<file path="config.mk">
export PLATFORM = sky130hd
export DESIGN_NAME = sha256_pad_ctrl
export DESIGN_NICKNAME = d
export VERILOG_FILES = /design/src/rtl/sha256_pkg.sv /design/src/rtl/sha256_pad_block.sv /design/src/rtl/sha256_pad_ctrl.sv
export SDC_FILE = /design/constraint.sdc
export NUM_CORES = 2
export LEC_CHECK = 0
export ABC_AREA = 1
export CORE_AREA = 2 2 420 422
export CTS_BUF_LIST = sky130_fd_sc_hd__clkbuf_16
export CTS_CLUSTER_SIZE = 40
export DETAILED_ROUTE_END_ITERATION = 10
export DIE_AREA = 0 0 422 424
export PLACE_DENSITY = 0.48
export SYNTH_ARGS = -nofsm -noshare
export SYNTH_HDL_FRONTEND = slang
export SYNTH_SLANG_ARGS = --single-unit
</file>
<file path="constraint.sdc">
create_clock -name clk_i -period 31 [get_ports clk_i]
set_input_delay 3.1 -clock clk_i [delete_from_list [all_inputs] [get_ports clk_i]]
set_output_delay 3.1 -clock clk_i [all_outputs]
set_load 0.1 [all_outputs]
</file>
<file path="src/rtl/sha256_pkg.sv">
// Shared types and constants for the sha256 message front-end: block/digest widths,
// the initial hash value, controller states, pad-block modes and the byte padding helper.
package sha256_pkg;

    localparam int BLOCK_W  = 512;
    localparam int DIGEST_W = 256;

    localparam logic [DIGEST_W-1:0] SHA256_IV =
        256'h6a09e667bb67ae853c6ef372a54ff53a510e527f9b05688c1f83d9ab5be0cd19;

    typedef enum logic [2:0] {
        PS_IDLE,
        PS_FILL,
        PS_ISSUE,
        PS_WAIT,
        PS_PADBLK,
        PS_DONE
    } pad_state_e;

    typedef enum logic [1:0] {
        PM_RAW,
        PM_TAIL,
        PM_PAD
    } pad_mode_e;

    // Message byte below n, the 0x80 marker at n, zero past it.
    function automatic logic [7:0] pad_byte(input logic [7:0] data,
                                            input logic [6:0] pos,
                                            input logic [6:0] n);
        if (pos < n)
            return data;
        else if (pos == n)
            return 8'h80;
        else
            return 8'h00;
    endfunction

endpackage

</file>
<file path="src/rtl/sha256_pad_block.sv">
// Combinational block former: turns the raw word buffer, the byte count of the tail
// and the 64-bit bit-length into the 512-bit block handed to the core.
module sha256_pad_block
    import sha256_pkg::*;
(
    input  logic [BLOCK_W-1:0] words_i,
    input  logic [6:0]         nbytes_i,
    input  logic [63:0]        len_i,
    input  pad_mode_e          mode_i,
    output logic [BLOCK_W-1:0] block_o
);

    // A tail block only carries the length when at least 8 bytes remain after the marker;
    // otherwise a separate pad block follows, which takes the marker only if the tail had no room.
    always_comb begin
        block_o = words_i;
        case (mode_i)
            PM_TAIL: begin
                for (int i = 0; i < 64; i++) begin
                    block_o[BLOCK_W-1-8*i -: 8] =
                        pad_byte(words_i[BLOCK_W-1-8*i -: 8], 7'(i), nbytes_i);
                end
                if (nbytes_i <= 7'd55)
                    block_o[63:0] = len_i;
            end
            PM_PAD: begin
                block_o = '0;
                if (nbytes_i == 7'd64)
                    block_o[BLOCK_W-1 -: 8] = 8'h80;
                block_o[63:0] = len_i;
            end
            default: ;
        endcase
    end

endmodule

</file>
<file path="src/rtl/sha256_pad_ctrl.sv">
// Message front-end and block sequencer for one sha256 core: collects 32-bit words, pads,
// issues blocks one at a time and returns the digest. SHA256_PAD_PERF_EN adds blk_count.
module sha256_pad_ctrl
    import sha256_pkg::*;
#(
    parameter int LEN_W = 32
)
(
    input  logic                clk_i,
    input  logic                rst_i,
    input  logic                msg_valid,
    output logic                msg_ready,
    input  logic [31:0]         msg_data,
    input  logic                msg_last,
    input  logic [1:0]          msg_bytes,
    output logic                core_in_valid,
    output logic [BLOCK_W-1:0]  core_in,
    output logic                core_new_hash,
    input  logic                core_in_ready,
    input  logic                core_out_valid,
    input  logic [DIGEST_W-1:0] core_out,
    output logic                core_out_ready,
    output logic                digest_valid,
    output logic [DIGEST_W-1:0] digest,
    input  logic                digest_ready
`ifdef SHA256_PAD_PERF_EN
    ,
    output logic [31:0]         blk_count
`endif
);

    pad_state_e          state_q, state_d;
    logic [3:0]          idx_q, idx_d;
    logic [LEN_W-1:0]    cnt_q, cnt_d;
    logic                first_q, first_d;
    logic                final_q, final_d;
    logic                pend_q, pend_d;
    logic [6:0]          nbytes_q, nbytes_d;
    pad_mode_e           mode_q, mode_d;
    logic [0:15][31:0]   words_q, words_d;
    logic [DIGEST_W-1:0] digest_q, digest_d;
    logic                dvalid_q, dvalid_d;

    logic                msg_fire;
    logic                core_fire;
    logic [2:0]          word_bytes;
    logic [6:0]          fill_n;
    logic [63:0]         len_field;

    assign word_bytes = (msg_last && msg_bytes != 2'd0) ? {1'b0, msg_bytes} : 3'd4;
    assign fill_n     = {1'b0, idx_q, 2'b00} + {4'b0000, word_bytes};
    assign len_field  = {{(61-LEN_W){1'b0}}, cnt_q, 3'b000};

    // msg_ready is gated by reset so it reads 0 while reset is held even though the state is IDLE.
    assign msg_ready      = !rst_i && (state_q == PS_IDLE || state_q == PS_FILL);
    assign msg_fire       = msg_valid && msg_ready;
    assign core_in_valid  = (state_q == PS_ISSUE) && core_in_ready;
    assign core_fire      = core_in_valid && core_in_ready;
    assign core_new_hash  = (state_q == PS_ISSUE) && first_q;
    assign core_out_ready = (state_q == PS_WAIT);
    assign digest_valid   = dvalid_q;
    assign digest         = digest_q;

    sha256_pad_block u_pad_block (
        .words_i  (words_q),
        .nbytes_i (nbytes_q),
        .len_i    (len_field),
        .mode_i   (mode_q),
        .block_o  (core_in)
    );

    always_comb begin
        state_d  = state_q;
        idx_d    = idx_q;
        cnt_d    = cnt_q;
        first_d  = first_q;
        final_d  = final_q;
        pend_d   = pend_q;
        nbytes_d = nbytes_q;
        mode_d   = mode_q;
        words_d  = words_q;
        digest_d = digest_q;
        dvalid_d = dvalid_q;

        case (state_q)
            PS_IDLE, PS_FILL: begin
                if (msg_fire) begin
                    words_d[idx_q] = msg_data;
                    idx_d          = idx_q + 4'd1;
                    cnt_d          = cnt_q + LEN_W'(word_bytes);
                    if (msg_last) begin
                        mode_d   = PM_TAIL;
                        nbytes_d = fill_n;
                        final_d  = (fill_n <= 7'd55);
                        pend_d   = (fill_n > 7'd55);
                        state_d  = PS_ISSUE;
                    end else if (idx_q == 4'd15) begin
                        mode_d  = PM_RAW;
                        final_d = 1'b0;
                        pend_d  = 1'b0;
                        state_d = PS_ISSUE;
                    end else begin
                        state_d = PS_FILL;
                    end
                end
            end
            PS_ISSUE: begin
                if (core_fire) begin
                    first_d = 1'b0;
                    state_d = PS_WAIT;
                end
            end
            PS_WAIT: begin
                if (core_out_valid) begin
                    if (final_q) begin
                        digest_d = core_out;
                        dvalid_d = 1'b1;
                        state_d  = PS_DONE;
                    end else if (pend_q) begin
                        state_d = PS_PADBLK;
                    end else begin
                        idx_d   = 4'd0;
                        state_d = PS_FILL;
                    end
                end
            end
            PS_PADBLK: begin
                mode_d  = PM_PAD;
                final_d = 1'b1;
                pend_d  = 1'b0;
                state_d = PS_ISSUE;
            end
            PS_DONE: begin
                if (digest_ready) begin
                    dvalid_d = 1'b0;
                    cnt_d    = '0;
                    first_d  = 1'b1;
                    idx_d    = 4'd0;
                    state_d  = PS_IDLE;
                end
            end
            default: state_d = PS_IDLE;
        endcase
    end

    always_ff @(posedge clk_i or posedge rst_i) begin
        if (rst_i) begin
            state_q  <= PS_IDLE;
            idx_q    <= '0;
            cnt_q    <= '0;
            first_q  <= 1'b1;
            final_q  <= 1'b0;
            pend_q   <= 1'b0;
            nbytes_q <= '0;
            mode_q   <= PM_RAW;
            words_q  <= '0;
            digest_q <= '0;
            dvalid_q <= 1'b0;
        end else begin
            state_q  <= state_d;
            idx_q    <= idx_d;
            cnt_q    <= cnt_d;
            first_q  <= first_d;
            final_q  <= final_d;
            pend_q   <= pend_d;
            nbytes_q <= nbytes_d;
            mode_q   <= mode_d;
            words_q  <= words_d;
            digest_q <= digest_d;
            dvalid_q <= dvalid_d;
        end
    end

`ifdef SHA256_PAD_PERF_EN
    logic [31:0] blk_count_q;

    always_ff @(posedge clk_i or posedge rst_i) begin
        if (rst_i)
            blk_count_q <= '0;
        else if (core_fire && blk_count_q != 32'hFFFF_FFFF)
            blk_count_q <= blk_count_q + 32'd1;
    end

    assign blk_count = blk_count_q;
`endif

endmodule

</file>
==> results.py <==
metrics = {
    "cts": {
        "cts_root_buf": "clkbuf_16",
        "cts.hold.buffers_added": 0,
        "cts.repair.resized": 0,
        "clk_pin_slew_worst_paths_ns": 0.06,
        "cts-buffers-inserted": 102,
        "htreeDepth": 3,
        "post_cts_buffers": 0,
        "clk_latency_ns": 0.73,
        "clockBufferDepth": 3,
        "cts_tree": "yes",
        "clock_sinks": 820,
    },
    "yosys": {
        "synth_seq_cells": 820,
        "netlist_top_cells_area": "dfrtp_1 56%, nand2_1 8.2%, mux2_2 7.9%",
        "yosysWarningCount": 0,
        "synth.top_cell.area_share": 0.564,
        "synthesis.area_mm2": 0.0363,
        "synth_most_common_cell": "dfrtp_1",
        "async_flop_share": 1.00,
        "synth_nets": 4413,
        "yosys.area.top_type": "dfrtp_1",
        "synth.yosys.seq_area_share": 0.565,
        "avgSynthCellArea_um2": 8.86,
        "yosysUniqueCellTypes": 46,
        "synthFlopType": "dfrtp_1",
        "synth_common_cells": "819 x dfrtp_1, 798 x nand2_1, 607 x inv_1, 575 x o21ai_0, 548 x nor2_1",
        "synth_edf_count": 0,
        "syn_inst": 4104,
    },
    "timing": {
        "finalSetupTns_ns": 0,
        "rsz0062_at_grt": "no",
        "slew-limit-headroom": 0.190,
        "fmax_mhz": 128,
        "finalClockSkew_ns": 0.0393,
        "fin_crit_sh": 0.253,
        "hold_violations": 0,
        "setup_viol": 0,
        "slew_viol_final": 0,
        "tightest_slew_ns": 1.21,
        "period_minus_slack_ns": 7.83,
    },
    "worst_setup_path": {
        "crit_top_cell": "inv_1",
        "max_stage_delay_ns": 1.25,
        "path_cells": "inv_1, ha_1, inv_1, nand2_4, buf_4, o21ai_1, a21oi_1, clkdlybuf4s50_1",
        "worstPathRequired_ns": 27.90,
        "rr_worst_depth": 8,
        "endpoint_kind": "output pin",
        "crit_fanout": 57,
        "critPathKind": "reg -> out",
        "r2r-end": "words_q[106]$_DFFE_PP0P_",
        "reg2reg_slack_ns": 28.00,
        "critPathLaunchType": "register",
        "reg2reg_from": "state_q[2]$_DFFE_PP0P_",
        "critPathSlowestCell": "clkdlybuf4s50_1",
        "crit_arrival_ns": 4.73,
    },
    "die": {
        "initial_core_util": 0.208,
        "io-pin-count": 1070,
        "die_h_um": 424,
        "coreArea_mm2": 0.175,
        "rows": 154,
        "die_x_um": 422,
        "die-area_mm2": 0.179,
    },
    "detailed_routing": {
        "num_vias": 32200,
        "drt_iter0_markers": 2545,
        "ant_nets": 0,
        "drt-vias-per-instance": 4.27,
        "remaining_drc_errors": 0,
        "routedWlPerCell_um": 23.7,
        "drt-total-wl_um": 179000,
        "firstDrtPassIters": 5,
    },
    "worst_hold_path": {
        "hold_end": "words_q[431]$_DFFE_PP0P_",
        "holdPathStages": 2,
        "worstHoldStart": "words_q[431]$_DFFE_PP0P_",
        "hold_path.class": "reg -> reg",
    },
    "global_route": {
        "grt_pass1_vias": 32400,
        "antenna_found_initial": 17,
        "grt_pass1_wl_um": 248000,
        "grt_max_degree": 171,
        "track_usage": 0.194,
        "grt.overflow.total": 0,
    },
    "finish": {
        "drive_above_1_share": 0.114,
        "area_growth_pct": 44.2,
        "nets": 5426,
        "final_util": 0.300,
        "fillers": 18800,
    },
    "placed_design": {
        "portBuffers": 1069,
        "gp_congestion": 0.898,
        "hpwl_um": 137000,
    },
    "run": {
        "drv_cap": 0,
    },
    "status": {
        "status": "completed",
    },
}
kinds of logic (layout without fill, tap and decap cells):
| logic type | count (synthesis) | after routing | synth area share |
|---|---|---|---|
| mux | 256 | 256 | 0.0793 |
| buf+inv | 833 | 1925 | 0.0899 |
| flops | 820 | 820 | 0.565 |
| xor+xnor | 5 | 5 | 0.00120 |
| simple gates | 1471 | 1471 | 0.161 |
| other cells | 0 | 3 | 0 |
| compound gates | 707 | 707 | 0.100 |
| fa+ha+maj | 12 | 12 | 0.00434 |
worst max path at each step:
stage | startpoint | to | slack (ns) | cells after the start
floorplan | rst_i | cnt_q[0]$_DFFE_PP0P_ | 4.87 | 1
global placement | rst_i | msg_ready | 23.74 | 3
detailed placement | rst_i | msg_ready | 23.79 | 3
CTS | mode_q[0]$_DFFE_PP0P_ | core_in[135] | 23.06 | 8
global route | mode_q[1]$_DFFE_PP0P_ | core_in[135] | 23.02 | 8
finish | mode_q[1]$_DFFE_PP0P_ | core_in[135] | 23.17 | 8
critical path: cells and delay by family (launching register included):
kind | cells | cell delay, ns
and+or+nand+nor | 1 | 0.08
buffers and inverters | 4 | 2.10
DFF | 1 | 0.37
AOI/OAI and AO/OA | 2 | 1.27
adders and majority gates | 1 | 0.19
stage by stage:
stage,instances,hold slack (ns),area [um^2],worst slack (ns)
finish,7539,0.496,52400,23.17
global route,7537,0.519,52400,23.02
CTS,7536,0.501,52400,23.06
detailed placement,7353,0.486,49300,23.79
global placement,7353,0.475,49300,23.74
floorplan,4104,0.459,36300,4.87
metal layers:
layer | share of wire | global-route usage
met1 | 0.35 | 0.199
met2 | 0.53 | 0.366
met3 | 0.068 | 0.0483
met4 | 0.053 | 0.0932
met5 | 0.00057 | 0
cells in the final DEF, fill, tap and decap left out, types with 4 or more instances in the layout:
cell type	count
xor2_1	4
nand2_1	796
mux2_2	256
o21ai_1	25
o211ai_1	7
nor3_1	8
a21oi_1	55
inv_2	4
nand3_1	55
clkdlybuf4s50_1	970
dfrtp_1	819
o22ai_1	31
nor2_1	548
ha_1	11
bufinv_16	5
buf_4	155
clkinv_2	14
clkbuf_16	103
clkinvlp_4	6
nor2_4	15
inv_1	627
nor2_2	8
o21ai_0	575
nand4_1	23
clkinv_1	29
sequential cells by signal (all words and copies together) (netlist names), 2 cells and up:
name      flops
cnt_q        32
digest      256
idx_q         4
mode_q        2
nbytes_q      7
state_q       3
words_q     512
layout make-up:
| type | instances | area, um^2 | share of cell area |
|---|---|---|---|
| Tap cell | 2340 | 2930 | 0.0559 |
| Multi-Input combinational cell | 2451 | 12600 | 0.240 |
| Antenna cell | 3 | 7.51 | 0.000143 |
| Inverter | 613 | 2310 | 0.0441 |
| Timing Repair Buffer | 1129 | 10900 | 0.208 |
| Sequential cell | 820 | 20500 | 0.392 |
| Clock buffer | 103 | 2580 | 0.0492 |
| Clock inverter | 80 | 551 | 0.0105 |
Power is left out: the tool's default activity adds up to more than one toggle a clock period on the data nets, which glitch-free logic cannot reach.
